### config.mk
export PLATFORM = sky130hd
export DESIGN_NAME = read_data_assembler
export DESIGN_NICKNAME = d
export VERILOG_FILES = /design/src/rtl/read_data_assembler.sv
export SDC_FILE = /design/constraint.sdc
export NUM_CORES = 1
export LEC_CHECK = 0
export BUFFER_PORTS_ARGS = -buffer_cell sky130_fd_sc_hd__clkbuf_2
export CORE_UTILIZATION = 46
export DETAILED_ROUTE_END_ITERATION = 8
export PLACE_DENSITY_LB_ADDON = 0.08
export SYNTH_ARGS = -nofsm -noshare
export SYNTH_HDL_FRONTEND = slang
export SYNTH_SLANG_ARGS = --single-unit
### constraint.sdc
create_clock -name clock -period 7.95 [get_ports clock]
set_input_delay 1.59 -clock clock [delete_from_list [all_inputs] [get_ports clock]]
set_output_delay 1.59 -clock clock [all_outputs]
set_load 0.05 [all_outputs]
### src/rtl/read_data_assembler.sv
// -----------------------------------------------------------------------------
// read_data_assembler
//
// Packs one DDR3 read burst into a single wide word for the CPU side.
// After a READ command is accepted, the block waits the latched CAS-style
// latency and then shifts in NW = BL/2 capture words, first word in the LSBs.
// The assembled word goes into a 2-entry fall-through FIFO that is drained
// with a valid/ready handshake.
//
// Ports:
//   clock        - single rising-edge clock
//   reset        - asynchronous, active-high; clears all state
//   rd_issue     - one-cycle READ command pulse
//   rd_latency   - cycles from rd_issue to first capture (0 behaves as 1)
//   burst_data   - 2*BW-bit word from the read-burst capture stage
//   rd_ready     - a new rd_issue can be accepted this cycle
//   cpu_rdata    - assembled burst at the FIFO head
//   cpu_rvalid   - FIFO non-empty
//   cpu_rready   - CPU accepts the head entry
//   busy         - a burst is in flight (waiting or capturing)
//   protocol_err - sticky: rd_issue seen while rd_ready was low
// -----------------------------------------------------------------------------
module read_data_assembler #(
    parameter int BW  = 8,
    parameter int BL  = 8,
    parameter int CLW = 4
) (
    input  logic               clock,
    input  logic               reset,
    input  logic               rd_issue,
    input  logic [CLW-1:0]     rd_latency,
    input  logic [2*BW-1:0]    burst_data,
    output logic               rd_ready,
    output logic [BW*BL-1:0]   cpu_rdata,
    output logic               cpu_rvalid,
    input  logic               cpu_rready,
    output logic               busy,
    output logic               protocol_err
);

    localparam int WW = 2 * BW;                       // capture word width
    localparam int NW = BL / 2;                       // captures per burst
    localparam int DW = BW * BL;                      // assembled word width
    localparam int KW = (NW > 1) ? $clog2(NW) : 1;    // word index width

    localparam logic [1:0] S_IDLE    = 2'd0;
    localparam logic [1:0] S_WAIT_CL = 2'd1;
    localparam logic [1:0] S_CAPTURE = 2'd2;

    // ------------------------------------------------------------------
    // State
    // ------------------------------------------------------------------
    logic [1:0]     state_q,    state_d;
    logic [CLW-1:0] lat_cnt_q,  lat_cnt_d;
    logic [KW-1:0]  word_idx_q, word_idx_d;
    logic [DW-1:0]  asm_q,      asm_d;
    logic           perr_q,     perr_d;

    logic           wr_ptr_q,   wr_ptr_d;
    logic           rd_ptr_q,   rd_ptr_d;
    logic [1:0]     count_q,    count_d;

    logic           issue_accept;
    logic           push;
    logic           pop;
    logic [CLW-1:0] lat_eff;

    // ------------------------------------------------------------------
    // Handshake / status
    // ------------------------------------------------------------------
    // Only one burst is ever in flight and a new one is only accepted while
    // the FIFO has a free slot, so a push can never overflow the FIFO.
    assign rd_ready     = (state_q == S_IDLE) && (count_q < 2'd2);
    assign issue_accept = rd_issue && rd_ready;
    assign busy         = (state_q != S_IDLE);
    assign cpu_rvalid   = (count_q != 2'd0);
    assign pop          = cpu_rvalid && cpu_rready;
    assign protocol_err = perr_q;

    // A programmed latency of zero is treated as one cycle.
    assign lat_eff = (rd_latency == '0) ? CLW'(1) : rd_latency;

    // ------------------------------------------------------------------
    // Burst FSM and assembly register
    // ------------------------------------------------------------------
    always_comb begin
        state_d    = state_q;
        lat_cnt_d  = lat_cnt_q;
        word_idx_d = word_idx_q;
        asm_d      = asm_q;
        push       = 1'b0;

        case (state_q)
            S_IDLE: begin
                if (issue_accept) begin
                    // Counter holds the cycles still to wait before the
                    // capture state; latency 1 skips the wait entirely.
                    lat_cnt_d  = lat_eff - CLW'(1);
                    word_idx_d = '0;
                    state_d    = (lat_eff == CLW'(1)) ? S_CAPTURE : S_WAIT_CL;
                end
            end

            S_WAIT_CL: begin
                lat_cnt_d = lat_cnt_q - CLW'(1);
                if (lat_cnt_d == '0) begin
                    state_d = S_CAPTURE;
                end
            end

            S_CAPTURE: begin
                // Word k lands in slice k; constant slices keep the mux simple.
                for (int k = 0; k < NW; k++) begin
                    if (word_idx_q == KW'(k)) begin
                        asm_d[k*WW +: WW] = burst_data;
                    end
                end
                if (word_idx_q == KW'(NW - 1)) begin
                    // asm_d already contains the final word, so it is the
                    // value written into the FIFO this edge.
                    push       = 1'b1;
                    word_idx_d = '0;
                    state_d    = S_IDLE;
                end else begin
                    word_idx_d = word_idx_q + KW'(1);
                end
            end

            default: begin
                state_d = S_IDLE;
            end
        endcase
    end

    // Sticky error: any READ presented while not ready is dropped and flagged.
    always_comb begin
        perr_d = perr_q | (rd_issue & ~rd_ready);
    end

    // ------------------------------------------------------------------
    // FIFO pointers and occupancy
    // ------------------------------------------------------------------
    always_comb begin
        wr_ptr_d = push ? ~wr_ptr_q : wr_ptr_q;
        rd_ptr_d = pop  ? ~rd_ptr_q : rd_ptr_q;
        count_d  = count_q;
        case ({push, pop})
            2'b10:   count_d = count_q + 2'd1;
            2'b01:   count_d = count_q - 2'd1;
            default: count_d = count_q;     // idle, or push+pop cancels out
        endcase
    end

    always_ff @(posedge clock or posedge reset) begin
        if (reset) begin
            state_q    <= S_IDLE;
            lat_cnt_q  <= '0;
            word_idx_q <= '0;
            asm_q      <= '0;
            perr_q     <= 1'b0;
            wr_ptr_q   <= 1'b0;
            rd_ptr_q   <= 1'b0;
            count_q    <= 2'd0;
        end else begin
            state_q    <= state_d;
            lat_cnt_q  <= lat_cnt_d;
            word_idx_q <= word_idx_d;
            asm_q      <= asm_d;
            perr_q     <= perr_d;
            wr_ptr_q   <= wr_ptr_d;
            rd_ptr_q   <= rd_ptr_d;
            count_q    <= count_d;
        end
    end

    // ------------------------------------------------------------------
    // FIFO storage: one register per entry
    // ------------------------------------------------------------------
    genvar gi;
    generate
        for (gi = 0; gi < 2; gi++) begin : g_entry
            logic [DW-1:0] data_q;
            logic [DW-1:0] data_d;

            always_comb begin
                data_d = data_q;
                if (push && (wr_ptr_q == 1'(gi))) begin
                    data_d = asm_d;
                end
            end

            always_ff @(posedge clock or posedge reset) begin
                if (reset) begin
                    data_q <= '0;
                end else begin
                    data_q <= data_d;
                end
            end
        end
    endgenerate

    // Fall-through head. While the FIFO is empty this shows a stale entry,
    // which the CPU side must ignore; after reset both entries read as zero.
    assign cpu_rdata = rd_ptr_q ? g_entry[1].data_q : g_entry[0].data_q;

endmodule
==> impl_metrics.csv, run 1 <==
group,metric,value,unit
logic_synthesis,yosys.cell_types.count,41,
logic_synthesis,syn_area,8210,µm²
clock_network,cts_resized,0,
sta,rsz0062_at_grt,"no",
power,p_sw,0.00189,W
power,internal_power,0.00252,W
logic_synthesis,yosys.area.top_type,"dfrtp_1",
logic_synthesis,synth_ff_type,"dfrtp_1",
global_route,grt_pass1_vias,5128,
global_route,overflow,0,
sta,fin_crit,4050,ps
detailed_routing,drc,0,
logic_synthesis,synth_edf_count,0,
sta,period_share,0.509,
cells_and_area,fin_cells,995,
global_route,grt_pass1_wl,27.5,mm
worst_setup_path,r2r_cells,5,
sta,hold_viol,0,
logic_synthesis,synth_most_common_cell,"dfrtp_1",
floorplanning,coreArea,17400,µm²
worst_setup_path,r2r_start,"word_idx_q[0]",
clock_network,postCtsHoldBufs,0,
logic_synthesis,ys_top_cells_by_count,"dfrtp_1 (189), mux2_2 (84), inv_1 (57)",
cells_and_area,multi_input_area,2960,µm²
power,clockPowerShare,0.197,
place,io_buffers,91,
clock_network,postCtsSetupBuffers,0,
detailed_routing,vias_per_cell,5.10,
power,leakagePower,4.66,nW
cells_and_area,nets,790,
worst_hold_path,hold_start,"g_entry[1].data_q[31]",
cells_and_area,diodes,0,
clock_network,htreeDepth,4,
cells_and_area,n_fill_cell,1523,
logic_synthesis,synthesis.nets,715,
clock_network,numCtsBuffers,17,
clock_network,clk_path_buf_depth,2,
detailed_routing,ant_nets,0,
floorplanning,rows,48,
worst_setup_path,end_kind,"output port",
logic_synthesis,ys_warn_count,0,
cells_and_area,seqCellArea,4730,µm²
worst_hold_path,hold_path.class,"reg2reg",
run,drv_cap,0,
worst_setup_path,startpoint_type,"register",
power,power_frac_seq,0.361,
worst_hold_path,worst_hold_path.endpoint,"g_entry[1].data_q[31]",
global_route,grt_max_degree,113,
clock_network,clkSlewWorstSetupHoldPaths,70,ps
sta,setup_viol,0,
power,power.share.switching,0.428,
clock_network,numClockSinks,189,
global_route,antenna_found_initial,0,
sta,max_freq,0.247,GHz
sta,holdWs,481,ps
worst_setup_path,reg2reg_setup_slack,5250,ps
worst_setup_path,rr_endpoint,"g_entry[1].data_q[48]",
floorplanning,die_area,18400,µm²
sta,worstMarginPinSlew,1240,ps
logic_synthesis,netlist_instances,682,
worst_hold_path,hold-path-cell-count,2,
floorplanning,die_w,136,µm
detailed_routing,vias,5076,
power,p_comb_frac,0.441,
place,place_inst,963,
clock_network,cts_tree,"done",
worst_setup_path,crit_type,"reg2out",
floorplanning,fp.dieH,136,µm
logic_synthesis,synth_area_leaders,"dfrtp_1 (58%), mux2_2 (12%), mux2i_1 (6.0%), a21oi_1 (3.0%), inv_1 (2.6%)",
worst_setup_path,crit_path_max_fanout,51,
outcome,outcome,"completed",
global_route,grt_usage,0.199,
logic_synthesis,seq_area_frac_synth,0.576,
sta,tns,0,ps
logic_synthesis,synth_seq_cells,189,
detailed_routing,drtIter0Drc,284,
logic_synthesis,synthArstFlopShare,1.00,
sta,fin_worst_skew,9.01,ps
clock_network,clk_latency,430,ps
logic_synthesis,synth_top_area_frac,0.576,
floorplanning,ios,92,
detailed_routing,routed_wl,16.9,mm
floorplanning,initial_core_util,0.473,
worst_setup_path,arrival,2460,ps
worst_setup_path,crit_required,6360,ps
sta,slew_violations,0,
detailed_routing,drt_first_pass_iters,5,
power,power_density,474,nW/µm²
detailed_routing,wl_per_cell,17.0,µm
place,hpwl,10.9,mm
place,place.gp.congestion,0.698,
cells_and_area,area_growth_syn_to_layout,13.4,%
power,vdd_drop_max,0.301,mV
sta,maxSlewHeadroom,0.168,
logic_synthesis,syn_avg_cell_area,12.0,µm²
clock_network,clock-root-buffer,"clkbuf_16",
cells_and_area,drive_above_1_share,0.306,
==> worst max-delay path: stages, from the launching register on <==
cell and delay [ps]:
dfrtp_2 600, buf_4 670, mux2_2 440, clkbuf_2 240
==> area by class of cell <==
| type | count | share of cell area |
|---|---|---|
| Clock buffer | 18 | 0.0472 |
| Clock inverter | 14 | 0.0182 |
| Inverter | 57 | 0.0238 |
| Multi-Input combinational cell | 395 | 0.318 |
| Sequential cell | 189 | 0.508 |
| Tap cell | 225 | 0.0303 |
| Timing Repair Buffer | 97 | 0.0538 |
==> stage by stage <==
| step | utilization | setup slack [ps] | total power, W | cell area (µm²) |
|---|---|---|---|---|
| 2_1_floorplan | - | 1220 | 0.00317 | 8210 |
| 3_3_place_gp | 0.501 | 4350 | 0.00352 | 8700 |
| 3_5_place_dp | 0.501 | 4340 | 0.00357 | 8700 |
| 4_1_cts | 0.536 | 3880 | 0.00446 | 9310 |
| 5_1_grt | 0.536 | 3820 | 0.00467 | 9310 |
| 6_report | 0.536 | 3900 | 0.00441 | 9310 |
==> power by group through the flow <==
stage | clock network, W | logic, W | registers [W]
detailed placement | 0 | 0.00196 | 0.00161
finish | 0.000870 | 0.00195 | 0.00159
global placement | 0 | 0.00193 | 0.00159
floorplan | 0 | 0.00164 | 0.00152
CTS | 0.000890 | 0.00197 | 0.00160
global route | 0.000930 | 0.00210 | 0.00165
==> logic make-up (layout without fill, tap and decap cells) <==
logic type / count (synthesis) / in the layout / share of synthesized area
adder cells (fa/ha/maj): 9 / 9 / 0.0137
XOR/XNOR: 7 / 7 / 0.00747
AO/OA/AOI/OAI: 112 / 112 / 0.0733
AND/OR/NAND/NOR: 120 / 120 / 0.0656
flip-flops: 189 / 189 / 0.576
multiplexers: 147 / 147 / 0.201
buffers and inverters: 98 / 186 / 0.0630
==> metal layers <==
layer  part of all wire  routed length [µm]  GRT usage  vias up
li1                   -                   -          -     2426
met2               0.49                8220      0.325       87
met5                  0                   0          0        -
met1               0.47                7900      0.268     2543
met4              0.014                 242     0.0674        0
met3              0.031                 516     0.0363       20
==> cell usage in the layout, fill, tap and decap left out, types with 2 or more instances in the layout <==
cell          n
buf_4         6
nand3_1       2
o21ai_0      19
o31ai_1       2
mux2_2       84
o21ai_1      30
nor2_1       51
nand3b_1      3
or2_2         2
nor2b_1       2
ha_1          9
nand2b_1      2
clkinvlp_4    2
dfrtp_1     188
mux2i_1      49
clkbuf_2     91
inv_1        56
mux2_4       14
bufinv_16     3
a21oi_1      50
xnor2_1       5
xor2_1        2
clkinv_2      4
o21bai_1      2
clkinv_4      4
nand2_1      50
clkbuf_16    17
==> sequential cells by signal, indices dropped and copies added, names as in the netlist, 2 cells and up <==
name and count:
word_idx_q 2, state_q 2, lat_cnt_q 4, count_q 2, asm_q 48, g_entry.data_q 128
==> worst max path at each step <==
stage | startpoint | endpoint | slack [ps] | depth (start not counted)
detailed placement | rd_ptr_q | cpu_rdata[30] | 4340 | 3
CTS | rd_ptr_q | cpu_rdata[30] | 3880 | 3
floorplan | reset | asm_q[0] | 1220 | 1
finish | rd_ptr_q | cpu_rdata[39] | 3900 | 3
global placement | rd_ptr_q | cpu_rdata[30] | 4350 | 3
global route | rd_ptr_q | cpu_rdata[30] | 3820 | 3
Power figures use the tool's default switching activity.
==> run 2: changes to the inputs <==
==> constraint.sdc (replaced) <==
create_clock -name clock -period 3.7 [get_ports clock]
set_input_delay 0.74 -clock clock [delete_from_list [all_inputs] [get_ports clock]]
set_output_delay 0.74 -clock clock [all_outputs]
set_load 0.05 [all_outputs]
==> run 2 against run 1 <==
Sequential share of layout area grew 0.062 points; die area is the same; count of clock-buffer cells in the layout grew 5; cell count grew 0.10%; global-route usage shrank 0.25 points; clock power grew 94%; setup slack lost 3000 ps; final area shrank 0.12%.
==> impl_metrics.csv, run 2 (synthesis gave the netlist of run 1 again) <==
group,metric,value,unit
power,totalPowerFinal,0.00929,W
floorplanning,rows,48,
sta,worstMarginPinSlew,1070,ps
floorplanning,ios,92,
power,p_comb_frac,0.452,
global_route,grt_pass1_vias,5213,
cells_and_area,diodes,0,
detailed_routing,drc,0,
clock_network,clk_path_buf_depth,2,
sta,slew_violations,0,
power,p_sw,0.00399,W
power,leakagePower,4.65,nW
cells_and_area,n_fill_cell,1564,
cells_and_area,largestRegisters,"g_entry.data_q (128), asm_q (48), lat_cnt_q (4)",
detailed_routing,routed_wl,16.6,mm
sta,tns,0,ps
sta,rsz0062_at_grt,"no",
power,vdd_drop_max,0.595,mV
detailed_routing,vias_per_cell,5.06,
clock_network,clock-root-buffer,"clkbuf_16",
clock_network,htreeDepth,4,
worst_setup_path,end_kind,"output port",
sta,hold_viol,0,
detailed_routing,ant_nets,0,
outcome,outcome,"completed",
worst_setup_path,arrival,2030,ps
worst_setup_path,crit_required,2960,ps
sta,fin_crit,2770,ps
place,io_buffers,91,
cells_and_area,multi_input_area,2960,µm²
sta,max_freq,0.361,GHz
cells_and_area,top_register,"g_entry.data_q",
cells_and_area,layout_common_cells,"dfrtp_1 (188), clkbuf_2 (91), mux2_2 (84)",
power,clockPowerShare,0.182,
floorplanning,die_area,18400,µm²
sta,setup_viol,0,
place,place.gp.congestion,0.716,
sta,maxSlewHeadroom,0.285,
clock_network,clk_latency,420,ps
clock_network,cts_tree,"done",
floorplanning,fp.dieH,136,µm
global_route,grt_usage,0.197,
cells_and_area,seqCellArea,4730,µm²
clock_network,postCtsHoldBufs,0,
clock_network,numCtsBuffers,17,
power,power.share.switching,0.430,
clock_network,cts_resized,0,
detailed_routing,drtIter0Drc,242,
place,hpwl,10.7,mm
worst_hold_path,hold_path.class,"reg2reg",
power,power_density,1000,nW/µm²
worst_setup_path,startpoint_type,"register",
detailed_routing,drt_first_pass_iters,4,
cells_and_area,area_growth_syn_to_layout,13.3,%
clock_network,clkSlewWorstSetupHoldPaths,60,ps
cells_and_area,final_common_cell,"dfrtp_1",
clock_network,numClockSinks,189,
global_route,grt_max_degree,190,
cells_and_area,largest_reg_flops,128,
power,internal_power,0.00530,W
global_route,overflow,0,
global_route,grt_pass1_wl,27.4,mm
clock_network,postCtsSetupBuffers,0,
detailed_routing,wl_per_cell,16.6,µm
worst_setup_path,crit_type,"reg2out",
cells_and_area,nets,792,
run,drv_cap,0,
cells_and_area,drive_above_1_share,0.302,
global_route,antenna_found_initial,0,
detailed_routing,vias,5041,
sta,period_share,0.750,
power,power_frac_seq,0.367,
floorplanning,initial_core_util,0.473,
floorplanning,die_w,136,µm
sta,fin_worst_skew,7.66,ps
worst_setup_path,crit_path_max_fanout,55,
floorplanning,coreArea,17400,µm²
[run 2: cell types whose count changed in the layout (fill, tap and decap cells not counted), sizes merged]
cell	change
clkbuf	+5
buf	+2
clkinv	-2
inv	-2
bufinv	-2
[run 2: area by class of cell]
cell class                      count  share of cell area
Multi-Input combinational cell    395               0.319
Inverter                           57              0.0234
Clock buffer                       23              0.0503
Sequential cell                   189               0.509
Clock inverter                      8             0.00727
Tap cell                          225              0.0303
Timing Repair Buffer               99              0.0608
[run 2: final timing paths]
path | from | to | slack (ps) | cells past startpoint
worst max-delay path | rd_ptr_q | cpu_rdata[53] | 930 | 3
worst min-delay path | g_entry[1].data_q[11] | g_entry[1].data_q[11] | 480 | 2
worst min register to register | g_entry[1].data_q[11] | g_entry[1].data_q[11] | 480 | 2
max in group asynchronous | reset | rd_ptr_q | 2300 | 3
min in group asynchronous | reset | g_entry[0].data_q[40] | 490 | 3
worst max register to register | word_idx_q[0] | g_entry[0].data_q[53] | 1570 | 4
[run 2: stage by stage]
stage | util | std cells | instance area (µm²) | hold slack [ps] | setup WS [ps]
floorplan | - | 682 | 8210 | 444 | 526
global placement | 0.505 | 965 | 8760 | 455 | 1380
detailed placement | 0.505 | 965 | 8760 | 467 | 1360
CTS | 0.536 | 996 | 9300 | 482 | 897
global route | 0.536 | 996 | 9300 | 508 | 858
finish | 0.536 | 996 | 9300 | 478 | 927
[run 2: layer usage]
| metal | track usage | wire, µm | up-vias | share of wire |
|---|---|---|---|---|
| met5 | 0 | 0 | - | 0 |
| met2 | 0.316 | 7970 | 87 | 0.48 |
| met4 | 0.0705 | 303 | 0 | 0.018 |
| met1 | 0.268 | 7830 | 2499 | 0.47 |
| li1 | - | - | 2436 | - |
| met3 | 0.0355 | 477 | 19 | 0.029 |
[run 2: power groups by stage]
stage | Sequential [W] | Clock, W | Combinational (W)
2_1_floorplan | 0.00327 | 0 | 0.00353
3_3_place_gp | 0.00342 | 0 | 0.00417
3_5_place_dp | 0.00346 | 0 | 0.00424
4_1_cts | 0.00343 | 0.00172 | 0.00426
5_1_grt | 0.00353 | 0.00180 | 0.00454
6_report | 0.00341 | 0.00169 | 0.00420
[run 2: critical path, stage by stage, from the launching register on]
cell and delay (ps):
dfrtp_2 550, buf_12 360, mux2_2 420, clkbuf_2 240
